**config.mk**
```make
export PLATFORM = sky130hd
export DESIGN_NAME = serial_msg_receiver
export DESIGN_NICKNAME = d
export VERILOG_FILES = /design/src/rtl/serial_msg_receiver.sv
export SDC_FILE = /design/constraint.sdc
export NUM_CORES = 1
export LEC_CHECK = 0
export BUFFER_PORTS_ARGS = -buffer_cell sky130_fd_sc_hd__buf_2
export CELL_PAD_IN_SITES_DETAIL_PLACEMENT = 0
export CELL_PAD_IN_SITES_GLOBAL_PLACEMENT = 1
export CORE_MARGIN = 5
export CORE_UTILIZATION = 42
export CTS_BUF_LIST = sky130_fd_sc_hd__clkbuf_8
export DETAILED_ROUTE_END_ITERATION = 10
export GPL_TIMING_DRIVEN = 0
export PLACE_DENSITY_LB_ADDON = 0.1
export SLEW_MARGIN = 20
export SYNTH_ARGS = -nofsm -noshare
export SYNTH_HDL_FRONTEND = slang
export SYNTH_SLANG_ARGS = --single-unit
```
**constraint.sdc**
```tcl
create_clock -name CLK -period 1.6 [get_ports CLK]
set_input_delay 0.32 -clock CLK [delete_from_list [all_inputs] [get_ports CLK]]
set_output_delay 0.32 -clock CLK [all_outputs]
set_load 0.02 [all_outputs]
```
**src/rtl/serial_msg_receiver.sv**
```systemverilog
// rtl/serial_msg_receiver.sv - receive side of the alarm serial link: frame capture, length check, link watchdog
//
// Purpose:
//   Shifts in one MSG_W-bit message per frame (send_in high for the whole frame,
//   data_in MSB first), accepts frames of exactly MSG_W bits, flags other lengths,
//   and raises link_lost after TIMEOUT enabled cycles without a good frame.
//
// Optional feature macro: MATCH_CONFIRM_EN
//   When defined, a good frame only updates msg if it equals the previously
//   received good frame (candidate). When undefined, no candidate register exists.
//
// Ports:
//   CLK        in   rising-edge clock shared with the sender
//   RST_N      in   asynchronous reset, active low
//   EN         in   receiver enable
//   send_in    in   frame-enable from the sender
//   data_in    in   serial data, one bit per CLK while send_in=1
//   msg        out  last accepted message
//   msg_valid  out  one-cycle pulse when msg is updated
//   frame_err  out  one-cycle pulse when a frame length differs from MSG_W
//   link_lost  out  level, watchdog has reached TIMEOUT
module serial_msg_receiver #(
    parameter int MSG_W   = 4,
    parameter int TIMEOUT = 64,
    parameter int CNT_W   = 8
) (
    input  logic             CLK,
    input  logic             RST_N,
    input  logic             EN,
    input  logic             send_in,
    input  logic             data_in,
    output logic [MSG_W-1:0] msg,
    output logic             msg_valid,
    output logic             frame_err,
    output logic             link_lost
);

    // Bit counter must hold MSG_W+1 so over-long frames stay distinguishable.
    localparam int BC_W = $clog2(MSG_W + 2);

    typedef enum logic {IDLE, RECV} state_t;

    state_t           state_q;
    logic [MSG_W-1:0] shift_q;
    logic [BC_W-1:0]  bitcnt_q;
    logic [CNT_W-1:0] wdog_q;
    logic [MSG_W-1:0] msg_q;
    logic             msg_valid_q;
    logic             frame_err_q;
    logic             link_lost_q;
`ifdef MATCH_CONFIRM_EN
    logic [MSG_W-1:0] cand_q;
    logic             cand_vld_q;
`endif

    logic [MSG_W-1:0] shift_d;
    logic [CNT_W-1:0] wdog_d;
    logic             good_end;

    // Over-long frames keep shifting so only the last MSG_W bits survive.
    assign shift_d  = (shift_q << 1) | MSG_W'(data_in);
    assign wdog_d   = (wdog_q == CNT_W'(TIMEOUT)) ? wdog_q : wdog_q + 1'b1;
    assign good_end = (state_q == RECV) && !send_in && (bitcnt_q == BC_W'(MSG_W));

    always_ff @(posedge CLK or negedge RST_N) begin
        if (!RST_N) begin
            state_q     <= IDLE;
            shift_q     <= '0;
            bitcnt_q    <= '0;
            wdog_q      <= '0;
            msg_q       <= '0;
            msg_valid_q <= 1'b0;
            frame_err_q <= 1'b0;
            link_lost_q <= 1'b0;
`ifdef MATCH_CONFIRM_EN
            cand_q      <= '0;
            cand_vld_q  <= 1'b0;
`endif
        end else begin
            msg_valid_q <= 1'b0;
            frame_err_q <= 1'b0;
            if (!EN) begin
                // Disabled: abort any partial frame silently, keep msg.
                state_q     <= IDLE;
                bitcnt_q    <= '0;
                wdog_q      <= '0;
                link_lost_q <= 1'b0;
`ifdef MATCH_CONFIRM_EN
                cand_vld_q  <= 1'b0;
`endif
            end else begin
                case (state_q)
                    IDLE: begin
                        if (send_in) begin
                            shift_q  <= MSG_W'(data_in);
                            bitcnt_q <= BC_W'(1);
                            state_q  <= RECV;
                        end
                    end
                    RECV: begin
                        if (send_in) begin
                            shift_q <= shift_d;
                            if (bitcnt_q != BC_W'(MSG_W + 1)) begin
                                bitcnt_q <= bitcnt_q + 1'b1;
                            end
                        end else begin
                            state_q  <= IDLE;
                            bitcnt_q <= '0;
                            if (good_end) begin
`ifdef MATCH_CONFIRM_EN
                                if (cand_vld_q && (shift_q == cand_q)) begin
                                    msg_q       <= shift_q;
                                    msg_valid_q <= 1'b1;
                                end
                                cand_q     <= shift_q;
                                cand_vld_q <= 1'b1;
`else
                                msg_q       <= shift_q;
                                msg_valid_q <= 1'b1;
`endif
                            end else begin
                                frame_err_q <= 1'b1;
`ifdef MATCH_CONFIRM_EN
                                cand_vld_q  <= 1'b0;
`endif
                            end
                        end
                    end
                    default: state_q <= IDLE;
                endcase

                // Only good frames feed the watchdog; errors let it keep counting.
                if (good_end) begin
                    wdog_q      <= '0;
                    link_lost_q <= 1'b0;
                end else begin
                    wdog_q      <= wdog_d;
                    link_lost_q <= (wdog_d == CNT_W'(TIMEOUT));
                end
            end
        end
    end

    assign msg       = msg_q;
    assign msg_valid = msg_valid_q;
    assign frame_err = frame_err_q;
    assign link_lost = link_lost_q;

endmodule

```
==> metrics.md <==
| Metric | Value |
|---|---|
| Int Pwr | 0.807 mW |
| Worst Max-Slew Pin Slew | 0.514 ns |
| Grt ovf | 0 |
| Worst-path clk slew | 0.08 ns |
| Maxcap violations | 0 |
| Slowest-stage cell, CP | dfrtp_1 |
| Worst setup path start | wdog_q[0] |
| Detailed Routing Iterations Pass 1 | 4 |
| DRC | 0 |
| Global-route wire length before repair | 3.73 mm |
| Die Span X | 62.1 um |
| Synth area leader | dfrtp_1 |
| Buf+Inv Stages, Crit Path | 0 |
| Worst setup EP type | register |
| Sequential area share after synthesis | 0.504 |
| Post-synth top area share | 0.504 |
| Maximum root-to-sink buffer count | 2 |
| Setup CP Type | register to register |
| VDD IR max | 0.587 mV |
| Layout cell share with drive strength beyond 1 | 0.230 |
| Hold/Removal Path Class | input pin to asynchronous set/reset pin |
| Failing checks | setup timing |
| Fin nets | 137 |
| Fin util | 0.490 |
| Antenna viol nets, final | 0 |
| Clock network power share | 0.333 |
| M3 GR Usage | 0.0216 |
| Hold slack final | 0.0229 ns |
| FMAX | 607 MHz |
| Post-Route WL | 2.01 mm |
| Register share of total power | 0.576 |
| CP max FO | 4 |
| Final HPWL DP | 1.43 mm |
| Busiest layer in global routing | met2 |
| Post-cts hold buffer count | 0 |
| Combinational power share | 0.091 |
| Run status | complete, but fails checks |
| N_diodes | 0 |
| DRT iter0 DRCs | 53 |
| CP Cell Sequence | ha_2 -> xor2_1 -> a211oi_2 -> nand4_1 -> a2111oi_4 |
| Largest net degree at the start of global routing | 24 |
| Setup repair after global routing missed its margin | true |
| Relative slew slack | 0.657 |
| Distinct cells, synth | 30 |
| Sw power | 0.260 mW |
| Final cell count without fillers | 157 |
| Fin crit period | 1.65 ns |
| All-Layer GR Usage | 0.114 |
| Mapped Area | 0.00114 mm2 |
| Initial antenna violation count | 0 |
| Vias per cell | 5.17 |
| Syn Inst Count | 111 |
| Die area | 0.00386 mm2 |
| Pre-CTS setup slack | -0.136 ns |
| Final hold violation count | 0 |
| TritonCTS clock tree | done |
| YS warnings | 0 |
| Initial Utilization | 0.425 |
| Gpl congestion | 0.802 |
| Via count | 812 |
| IO Pins | 12 |
| Max Clock Skew | 0.00290 ns |
| Crit path launch type | register |
| Leakage power | 0.645 nW |
| Final Cycle Share | 1.03 |
| Post-DR wirelength/cell | 12.8 um |
| Top cells by area, synth | dfrtp_1 50%, nand2_1 6.6%, ha_1 5.5% |
| FF+latch count, synth | 23 |
| Worst Path Required | 1.76 ns |
| Final Slew Violations | 0 |
| Most frequent cells in the layout | 23 x dfrtp_1, 20 x nand2_1, 12 x buf_2, 8 x nor2_1, 6 x nand3_1 |
| Met2 GRT Util | 0.197 |
| Clk Tree Root Cell | clkbuf_8 |
| Area delta synth->final | 15.5% |
| PwrDens | 810 mW/mm2 |
| Worst setup margin | -0.0466 ns |
| Final setup viols | 1 |
| Placed cells | 152 |
| Synth Area per Inst | 10.3 um2 |
| Synthesized net count | 121 |
| Reg2reg start | wdog_q[0] |
| PortBufs | 10 |
| Global routing usage on met1 | 0.141 |
| Die Y | 62.1 um |
| Switching part of the total power | 0.244 |
| Sink Count | 23 |
| Largest stage delay on the critical path | 0.43 ns |
| Most common cell after layout, fill and taps aside | dfrtp_1 |
| Worst endpoint data arrival time | 1.80 ns |
| Worst-Skew Late Latency | 0.26 ns |
| CP top delay family | compound AO/OA/AOI/OAI gates |
| Vias in the first global route | 846 |
| Rows | 19 |
| CTS Buf Count | 3 |
| Htree depth | 1 |
| Core Region | 0.00269 mm2 |
synth_stat cells:
master	instances
a2111oi_2	1
nor3_1	1
xnor2_1	1
nand4b_1	1
dfrtp_1	23
inv_1	6
a21oi_1	3
nor2_1	9
nand3_1	6
xor2_1	5
o2bb2ai_1	1
o2111ai_1	1
and2_1	2
o21a_1	1
a211oi_1	1
and3b_1	1
ha_1	5
or4_1	1
nand3b_1	2
nand2_1	20
nor4_1	1
mux2_2	4
nand3_4	1
buf_2	2
o21ai_0	2
nor2b_1	1
and3_1	3
o31ai_4	1
a21boi_0	2
nand4_1	3
final timing paths:
check	to	slack, ns	depth (start not counted)
setup / recovery	link_lost	-0.05	5
hold / removal	msg[1]	0.02	1
setup reg to reg	link_lost	-0.05	5
hold reg to reg	shift_q[3]	0.47	2
max in group asynchronous	wdog_q[1]	1.23	1
min in group CLK	shift_q[0]	0.24	3
metrics by stage:
step                      setup TNS, ns  instance area [um2]  power, mW
after floorplan                       0                 1140      0.681
after global placement           -0.283                 1230      0.715
after detailed placement         -0.326                 1230      0.715
after CTS                       -0.0630                 1290       1.08
after global routing             -0.175                 1320       1.14
final                           -0.0466                 1320       1.07
power groups by stage:
stage | Clock, mW | Sequential [mW] | Combinational [mW]
global placement | 0 | 0.627 | 0.0883
CTS | 0.374 | 0.614 | 0.0929
finish | 0.355 | 0.615 | 0.0967
floorplan | 0 | 0.624 | 0.0574
global route | 0.407 | 0.617 | 0.112
detailed placement | 0 | 0.626 | 0.0887
kinds of logic after synthesis:
kind of cell,Yosys count,synth area share
buf+inv,8,0.0285
flops,23,0.504
xor+xnor,6,0.0461
fa+ha+maj,5,0.0548
mux,4,0.0395
simple gates,52,0.231
compound gates,13,0.0954
per-layer routing:
| metal | up-vias | part of all wire |
|---|---|---|
| met5 | - | 0 |
| met4 | 0 | 0.0084 |
| met2 | 5 | 0.50 |
| met3 | 2 | 0.018 |
| met1 | 392 | 0.47 |
| li1 | 413 | - |
sequential cells by signal (all words and copies together) (netlist names):
signal	flops
wdog_q	8
msg_valid	1
msg	4
frame_err	1
bitcnt_q	3
state_q	1
shift_q	4
link_lost	1
layout make-up:
type	count	area, um2
repair buffers	11	57.6
well taps	31	38.8
clock inverters	1	5.00
fillers	282	1370
flip-flops and latches	23	576
multi-input cells	80	567
plain buffers	2	10.0
inverters	6	22.5
clock buffers	3	41.3
timing repair:
| action | 4_1_cts | 5_1_grt |
|---|---|---|
| pin swaps | 2 | 1 |
| gates cloned | 0 | 0 |
| setup endpoints to repair | 5 | 5 |
| resized for setup | 1 | 4 |
| setup buffers | 1 | 0 |
Power figures use the tool's default switching activity.
